<file path="src/rtl/vram_arbiter.sv">
`default_nettype none
// ============================================================================
// Module   : vram_arbiter
// Purpose  : Single-port frame-buffer RAM arbiter. Display scan-out reads
//            have priority, writer pixels are buffered in a small FIFO and
//            drained in idle slots. A starvation counter forces one write
//            when the FIFO has been full for STARVE_LIMIT display grants.
// Options  : VRAM_ARBITER_STATS_EN adds the stall_cnt output, a saturating
//            count of cycles where the writer was blocked by a full FIFO.
// Revision : 1.0 - initial release
// ============================================================================
module vram_arbiter #(
  parameter int ADDR_W       = 19,
  parameter int DATA_W       = 8,
  parameter int FIFO_DEPTH   = 4,
  parameter int STARVE_LIMIT = 16
) (
  input  logic                        clk,
  input  logic                        rst_n,
  // display scan-out read port
  input  logic                        disp_req,
  input  logic [ADDR_W-1:0]           disp_addr,
  output logic                        disp_gnt,
  output logic                        disp_valid,
  output logic [DATA_W-1:0]           disp_data,
  // writer push port
  input  logic                        wr_req,
  input  logic [ADDR_W-1:0]           wr_addr,
  input  logic [DATA_W-1:0]           wr_data,
  output logic                        wr_ready,
  // RAM port
  output logic                        mem_en,
  output logic                        mem_we,
  output logic [ADDR_W-1:0]           mem_addr,
  output logic [DATA_W-1:0]           mem_wdata,
  input  logic [DATA_W-1:0]           mem_rdata,
  // status
  output logic [$clog2(FIFO_DEPTH):0] fifo_count
`ifdef VRAM_ARBITER_STATS_EN
  ,
  output logic [15:0]                 stall_cnt
`endif
);

  localparam int c_PTR_W = $clog2(FIFO_DEPTH);
  localparam int c_CNT_W = c_PTR_W + 1;
  localparam int c_ST_W  = $clog2(STARVE_LIMIT + 1);

  typedef enum logic [1:0] {
    ST_IDLE  = 2'd0,
    ST_READ  = 2'd1,
    ST_WRITE = 2'd2
  } state_t;

  // current-cycle arbitration decision and the one from the previous cycle
  state_t              w_state;
  state_t              r_state;

  // write FIFO storage and bookkeeping
  logic [ADDR_W-1:0]   r_fifo_addr [FIFO_DEPTH];
  logic [DATA_W-1:0]   r_fifo_data [FIFO_DEPTH];
  logic [c_PTR_W-1:0]  r_wptr;
  logic [c_PTR_W-1:0]  r_rptr;
  logic [c_CNT_W-1:0]  r_count;
  logic [c_ST_W-1:0]   r_starve;

  // read return pipeline
  logic                r_disp_valid;
  logic [DATA_W-1:0]   r_disp_data;

  logic                w_full;
  logic                w_empty;
  logic                w_forced;
  logic                w_push;
  logic                w_pop;

  assign w_full   = (r_count == c_CNT_W'(FIFO_DEPTH));
  assign w_empty  = (r_count == '0);
  // the writer has waited long enough behind the display: steal one slot
  assign w_forced = w_full && (r_starve == c_ST_W'(STARVE_LIMIT));
  // a full FIFO refuses the push even if the head pops this same cycle
  assign w_push   = wr_req && !w_full;
  assign w_pop    = (w_state == ST_WRITE);

  assign wr_ready   = !w_full;
  assign fifo_count = r_count;
  assign disp_valid = r_disp_valid;
  assign disp_data  = r_disp_data;

  // Arbitration and RAM/grant outputs; everything is held quiet during reset.
  always_comb begin
    w_state   = ST_IDLE;
    disp_gnt  = 1'b0;
    mem_en    = 1'b0;
    mem_we    = 1'b0;
    mem_addr  = '0;
    mem_wdata = '0;
    if (rst_n) begin
      if (disp_req && !w_forced) begin
        w_state = ST_READ;
      end else if (!w_empty) begin
        w_state = ST_WRITE;
      end
    end
    case (w_state)
      ST_READ: begin
        disp_gnt = 1'b1;
        mem_en   = 1'b1;
        mem_addr = disp_addr;
      end
      ST_WRITE: begin
        mem_en    = 1'b1;
        mem_we    = 1'b1;
        mem_addr  = r_fifo_addr[r_rptr];
        mem_wdata = r_fifo_data[r_rptr];
      end
      default: begin
      end
    endcase
  end

  // Previous-cycle state register; READ here means mem_rdata is live now.
  always_ff @(posedge clk or negedge rst_n) begin
    if (!rst_n) begin
      r_state <= ST_IDLE;
    end else begin
      r_state <= w_state;
    end
  end

  // FIFO payload storage; contents are only meaningful between the pointers.
  always_ff @(posedge clk) begin
    if (w_push) begin
      r_fifo_addr[r_wptr] <= wr_addr;
      r_fifo_data[r_wptr] <= wr_data;
    end
  end

  // FIFO pointers and occupancy; pointers wrap naturally at FIFO_DEPTH.
  always_ff @(posedge clk or negedge rst_n) begin
    if (!rst_n) begin
      r_wptr  <= '0;
      r_rptr  <= '0;
      r_count <= '0;
    end else begin
      if (w_push) begin
        r_wptr <= r_wptr + c_PTR_W'(1);
      end
      if (w_pop) begin
        r_rptr <= r_rptr + c_PTR_W'(1);
      end
      case ({w_push, w_pop})
        2'b10:   r_count <= r_count + c_CNT_W'(1);
        2'b01:   r_count <= r_count - c_CNT_W'(1);
        default: r_count <= r_count;
      endcase
    end
  end

  // Starvation counter: counts display grants taken while the FIFO is full.
  always_ff @(posedge clk or negedge rst_n) begin
    if (!rst_n) begin
      r_starve <= '0;
    end else if (!w_full || w_forced) begin
      r_starve <= '0;
    end else if ((w_state == ST_READ) && (r_starve != c_ST_W'(STARVE_LIMIT))) begin
      r_starve <= r_starve + c_ST_W'(1);
    end
  end

  // Read return: capture RAM data one cycle after the grant, flag it valid.
  always_ff @(posedge clk or negedge rst_n) begin
    if (!rst_n) begin
      r_disp_valid <= 1'b0;
      r_disp_data  <= '0;
    end else begin
      r_disp_valid <= (r_state == ST_READ);
      if (r_state == ST_READ) begin
        r_disp_data <= mem_rdata;
      end
    end
  end

`ifdef VRAM_ARBITER_STATS_EN
  logic [15:0] r_stall;

  assign stall_cnt = r_stall;

  // Writer stall statistics, saturating so a long stall never wraps to zero.
  always_ff @(posedge clk or negedge rst_n) begin
    if (!rst_n) begin
      r_stall <= '0;
    end else if (wr_req && w_full && (r_stall != 16'hFFFF)) begin
      r_stall <= r_stall + 16'd1;
    end
  end
`endif

endmodule
`default_nettype wire

</file>
<file path="config.mk">
export PLATFORM = sky130hd
export DESIGN_NAME = vram_arbiter
export DESIGN_NICKNAME = d
export VERILOG_FILES = /design/src/rtl/vram_arbiter.sv
export SDC_FILE = /design/constraint.sdc
export NUM_CORES = 1
export LEC_CHECK = 0
export ABC_CLOCK_PERIOD_IN_PS = 7200
export CAP_MARGIN = 20
export CORE_MARGIN = 4
export CORE_UTILIZATION = 55
export CTS_BUF_LIST = sky130_fd_sc_hd__clkbuf_8
export DETAILED_ROUTE_END_ITERATION = 8
export DONT_BUFFER_PORTS = 1
export GPL_ROUTABILITY_DRIVEN = 0
export GPL_TIMING_DRIVEN = 0
export PLACE_DENSITY = 0.7
export SYNTH_ARGS = -nofsm -noshare
export SYNTH_HDL_FRONTEND = slang
export SYNTH_SLANG_ARGS = --single-unit
</file>
<file path="constraint.sdc">
create_clock -name clk -period 7.2 [get_ports clk]
set_input_delay 1.08 -clock clk [delete_from_list [all_inputs] [get_ports clk]]
set_output_delay 1.08 -clock clk [all_outputs]
set_load 0.01 [all_outputs]
</file>
-- Word level (Yosys, flattened, before mapping)
Memories as Yosys holds them, arrays and structs flattened.
Cells that the tools add are included.
- memory bits (writable): 108
- output and inout bits: 43
- input bits: 58
- memories kept: 2
- flip-flop bits (word level): 23
- latch bits: 0
- memory bits (read-only): 0
- memory list (memory ; depth ; bits a word ; rd ports ; clocked after memory_dff ; write ports ; RTL line ; source):
    r_fifo_addr ; 4 ; 19 ; 1 ; 0 ; 1 ; 60 ; logic [ADDR_W-1:0] r_fifo_addr [FIFO_DEPTH];
    r_fifo_data ; 4 ; 8 ; 1 ; 0 ; 1 ; 61 ; logic [DATA_W-1:0] r_fifo_data [FIFO_DEPTH];
- div/mod/pow operators: 0
- reductions and logical operators: 11
- equal/unequal tests: 8
- order comparisons: 0
- add/sub/neg operators: 5
- shift operators: 0
- multiply operators: 0
- muxes and demuxes: 13
- bitwise logic cells: 0
- operators by type and width (cell ; count):
    case mux 19 bit (2 select lines) ; 1
    2-to-1 mux 5 bit ; 2
    2-to-1 mux 8 bit ; 1
    == test 2 x 1 -> 1 bit (second input constant) ; 3
    2-to-1 mux 2 bit ; 3
    case mux 3 bit (2 select lines) ; 1
    adder 5 x 1 -> 5 bit (second input constant) ; 1
    == test 5 bit (second input constant) ; 1
    2-to-1 mux 1 bit ; 5
    != test 5 bit (second input constant) ; 1
    adder 2 x 1 -> 2 bit (second input constant) ; 2
    == test 2 bit (second input constant) ; 2
    logical AND 1 bit ; 4
    nonzero test 2 bit ; 2
    adder 3 x 1 -> 3 bit (second input constant) ; 1
    == test 3 bit (second input constant) ; 1
    logical NOT 3 bit ; 1
    subtractor 3 x 1 -> 3 bit (second input constant) ; 1
    logical NOT 1 bit ; 2
    OR reduction 2 bit ; 1
    logical OR 1 bit ; 1

-- Depth between registers and ports, before layout
- word-level depth: 10
- mapped depth: 13
- depth with buffers taken out: 11

-- Worst setup path before layout
OpenSTA, ideal clock, no wires.
- path type: input port to output port
- start: input port rst_n
- end: output port mem_addr[10]
- data required time: 6120 ps
- data arrival time: 1871 ps
- stages on the path: 4
- path buffers: 1
- setup slack: 4249 ps
- path through: and2_1 -> o21a_1 -> buf_2 -> a22o_1
- word-level cells in the longest chain between the ends: 3
- elaborated cells between the ends (all ways): 4
- those cells by class: eq/ne: 2; mux: 2
- ends and longest elaborated chain (what ; RTL line ; source):
    start: declaration ; 19 ; input logic rst_n,
    2-to-1 mux 2 bit * ; 98 ; if (rst_n) begin
    == test 2 bit / == test 2 x 1 -> 1 bit (equally long branches) ; 105 ; case (w_state)
    case mux 19 bit (2 select lines) * ; 105 ;
    end: declaration ; 34 ; output logic [ADDR_W-1:0] mem_addr,
Every way passes the cells marked *; elsewhere a longest branch is shown, timed or not.

-- Worst setup path after layout
- start: register r_starve[0]
- end: output port mem_wdata[5]
- word-level cells in the longest chain between the ends: 8
- ends and longest elaborated chain (what ; RTL line ; source):
    start: declaration ; 65 ; logic [c_ST_W-1:0] r_starve;
    start signal: assignment ; 167 ; r_starve <= r_starve + c_ST_W'(1);
    == test 5 bit ; 80 ; assign w_forced = w_full && (r_starve == c_ST_W'(STARVE_LIMIT));
    logical AND 1 bit ; 80 ;
    logical NOT 1 bit ; 99 ; if (disp_req && !w_forced) begin
    logical AND 1 bit ; 99 ;
    2-to-1 mux 2 bit ; 99 ;
    2-to-1 mux 2 bit ; 98 ;
    == test 2 bit ; 105 ;
    2-to-1 mux 8 bit ; 105 ;
    end: declaration ; 35 ; output logic [DATA_W-1:0] mem_wdata,
Every way passes these cells.

==> metrics.md <==
| Metric | Value |
|---|---|
| Clock Path Buffers | `2` |
| IO Port Bufs | `0` |
| Cells after synthesis | `262` |
| Most instantiated cells after synthesis | `edfxtp_1 (108), mux4_2 (27), dfrtp_1 (23)` |
| Synth area leaders | `edfxtp_1 (62%), mux4_2 (12%), dfrtp_1 (11%)` |
| Sequential area share after synthesis | `72.5%` |
| Num Clock Sinks | `131` |
| Ports | `101` |
| CP peak stage delay | `0.42 ns` |
| Ys flop type | `edfxtp_1` |
| Final WL | `8990 um` |
| Synth-to-layout area growth | `10.2%` |
| Row Count | `35` |
| Slowest cell on crit path | `dfrtp_1` |
| EDFF count, synth | `108` |
| CP startpoint kind | `flop` |
| Area leader, netlist | `edfxtp_1` |
| CP required | `6.12 ns` |
| N_diodes | `0` |
| Root Driver | `clkbuf_8` |
| Critical path peak fanout | `11` |
| Max_cap viols | `0` |
| Initial core utilization | `56.7%` |
| RR Startpoint | `r_starve[0]$_DFFE_PN0P_` |
| Pre-antenna DRT Iters | `4` |
| Hold Buf Count CTS | `0` |
| Period minus WS final | `3.33 ns` |
| Most frequent cell after synthesis | `edfxtp_1` |
| # nets final | `347` |
| Hold Crit Class | `input pin to async pin` |
| VDD IR max | `0.215 mV` |
| Later-pin clock latency in the skew report | `0.41 ns` |
| HPWL Detailed | `5670 um` |
| CTS tree | `built` |
| Status | `finished, final reports clean` |
| Fin crit share | `46.3%` |
| DR WL/cell | `21.3 um` |
| Height of the chip | `106 um` |
| TNS Setup | `0 ns` |
| H-tree lvl count | `4` |
| GRT Overall Usage | `17.4%` |
| Clock-pin slew on the worst setup and hold paths | `0.07 ns` |
| Synth Area per Inst | `20.1 um2` |
| Chip width | `106 um` |
| Global-route wire length before repair | `14200 um` |
| Most used cell, CP | `buf_6` |
| RSZ-0062 raised after global routing | `no` |
| Async S/R FF share, synth | `17.6%` |
| Rel. slew slack | `50.6%` |
| Tightest Pin Transition | `0.740 ns` |
| Final setup viols | `0` |
| Post-Synthesis Cell Area | `5270 um2` |
| PwrDens | `374 nW/um2` |
| Final Power | `2.17 mW` |
| Share of the synthesized area in the top cell type | `61.6%` |
| Post-CTS Resized | `0` |
| Layout cells sized above 1 | `28.7%` |
| Syn_nets | `328` |
| Clk_skew | `0.00707 ns` |
| Arr. time, crit path | `2.25 ns` |
| Grt total ovfl | `0` |
| Worst R2R Setup Slack | `4.47 ns` |
| Vias per cell | `5.73` |
| CTS Buf Count | `17` |
| Die Area | `11200 um2` |
| Max-slew violation count | `0` |
| Setup bufs post-CTS | `0` |
| Final Hold Viols | `0` |
| Vias after detailed routing | `2419` |
| Worst reg2reg path endpoint | `fifo_count[2]$_DFFE_PN0P_` |
| Maximum number of pins on one net before global-route repair | `29` |
| Core area | `9280 um2` |
| #FFs+latches synth | `131` |
| Netlist cell types | `30` |
| Initial antenna violation count | `0` |
| F_max | `300 MHz` |
| Initial DRC Count | `84` |
| Reg2Reg Depth | `13` |
| ANT nets after route | `0` |
| Critical path cell sequence | `inv_1 > ha_1 > nand4bb_4 > o31ai_4 > and3_1 > buf_6 > buf_6 > and2_1` |
| Pleak | `2.01 nW` |
| Vias in the first global route | `2620` |
| Kind of critical path | `flop to output port` |
| Yosys warning total | `0` |
| Worst setup EP type | `output port` |
| Drt drc | `0` |
-- layout make-up --
class	count	area (um2)
Multi-Input combinational cell	111	1350
Fill cell	688	3480
Sequential cell	131	3820
Inverter	8	30.0
Buffer	12	71.3
Clock buffer	17	234
Clock inverter	14	138
Tap cell	129	161
-- layer usage --
| layer | wire, um | track usage, % | vias to the layer above |
|---|---|---|---|
| met5 | 0 | 0 | - |
| met4 | 91 | 4.72 | 0 |
| met3 | 638 | 7.65 | 8 |
| met2 | 4390 | 27.6 | 84 |
| met1 | 3870 | 22.0 | 1243 |
| li1 | - | - | 1084 |
-- through the flow --
stage                     worst slack, ns  utilization, %  hold slack (ns)  instances  cell area, um2
final                                3.87            62.5            0.356        422            5810
after global placement               3.91            58.5            0.521        391            5430
after global routing                 3.66            62.5            0.314        422            5810
after CTS                            3.79            62.5            0.330        422            5810
after detailed placement             3.92            58.5            0.533        391            5430
after floorplan                      4.25               -            0.498        262            5270
-- worst max-delay path by stage --
stage	start	end	cells past startpoint
CTS	r_starve[0]$_DFFE_PN0P_	mem_wdata[5]	8
floorplan	rst_n	mem_addr[10]	4
detailed placement	rst_n	mem_addr[18]	4
global route	r_starve[0]$_DFFE_PN0P_	mem_wdata[5]	8
global placement	rst_n	mem_addr[18]	4
finish	r_starve[0]$_DFFE_PN0P_	mem_wdata[5]	8
-- critical path, delay by kind of cell (launching register included) --
| family | cells | cell delay, ns |
|---|---|---|
| AND/OR/NAND/NOR | 3 | 0.60 |
| AO/OA/AOI/OAI | 1 | 0.23 |
| buffers and inverters | 3 | 0.41 |
| flip-flops | 1 | 0.42 |
| adder cells (fa/ha/maj) | 1 | 0.19 |
-- flip-flops by register name (all words and copies together), names as in the netlist --
register / count
disp_data: 8
disp_valid: 1
fifo_count: 3
r_fifo_addr: 76
r_fifo_data: 32
r_rptr: 2
r_starve: 5
r_state: 2
r_wptr: 2
-- cells by family (layout without fill, tap and decap cells) --
logic type               after synthesis  count (layout)  synth area share, %
AO/OA/AOI/OAI                         24              24                 4.16
XOR/XNOR                               9               9                 1.64
adder cells (fa/ha/maj)                8               8                 2.04
buffers and inverters                 20              51                 1.92
flip-flops                           131             131                 72.5
multiplexers                          38              38                 13.8
AND/OR/NAND/NOR                       32              32                 3.90
-- where the power goes --
group / switching [mW] / total, mW / internal [mW]
logic: 0.284 / 0.532 / 0.248
clock network: 0.276 / 0.580 / 0.304
registers: 0.0638 / 1.06 / 0.992
total: 0.624 / 2.17 / 1.54
-- placed cells by master (no fill, tap or decap), types with 3 or more instances in the layout --
cell	count
ha_1	7
nand4_1	3
and3_2	4
xor2_1	4
o21a_1	3
xnor2_1	4
nor2_1	6
nand2_1	3
a22o_1	19
mux4_2	27
inv_6	3
and3_1	3
and2_1	9
mux2_2	9
buf_2	6
inv_1	7
dfrtp_1	23
clkbuf_8	17
clkinv_2	4
edfxtp_1	108
Power figures use the tool's default switching activity.
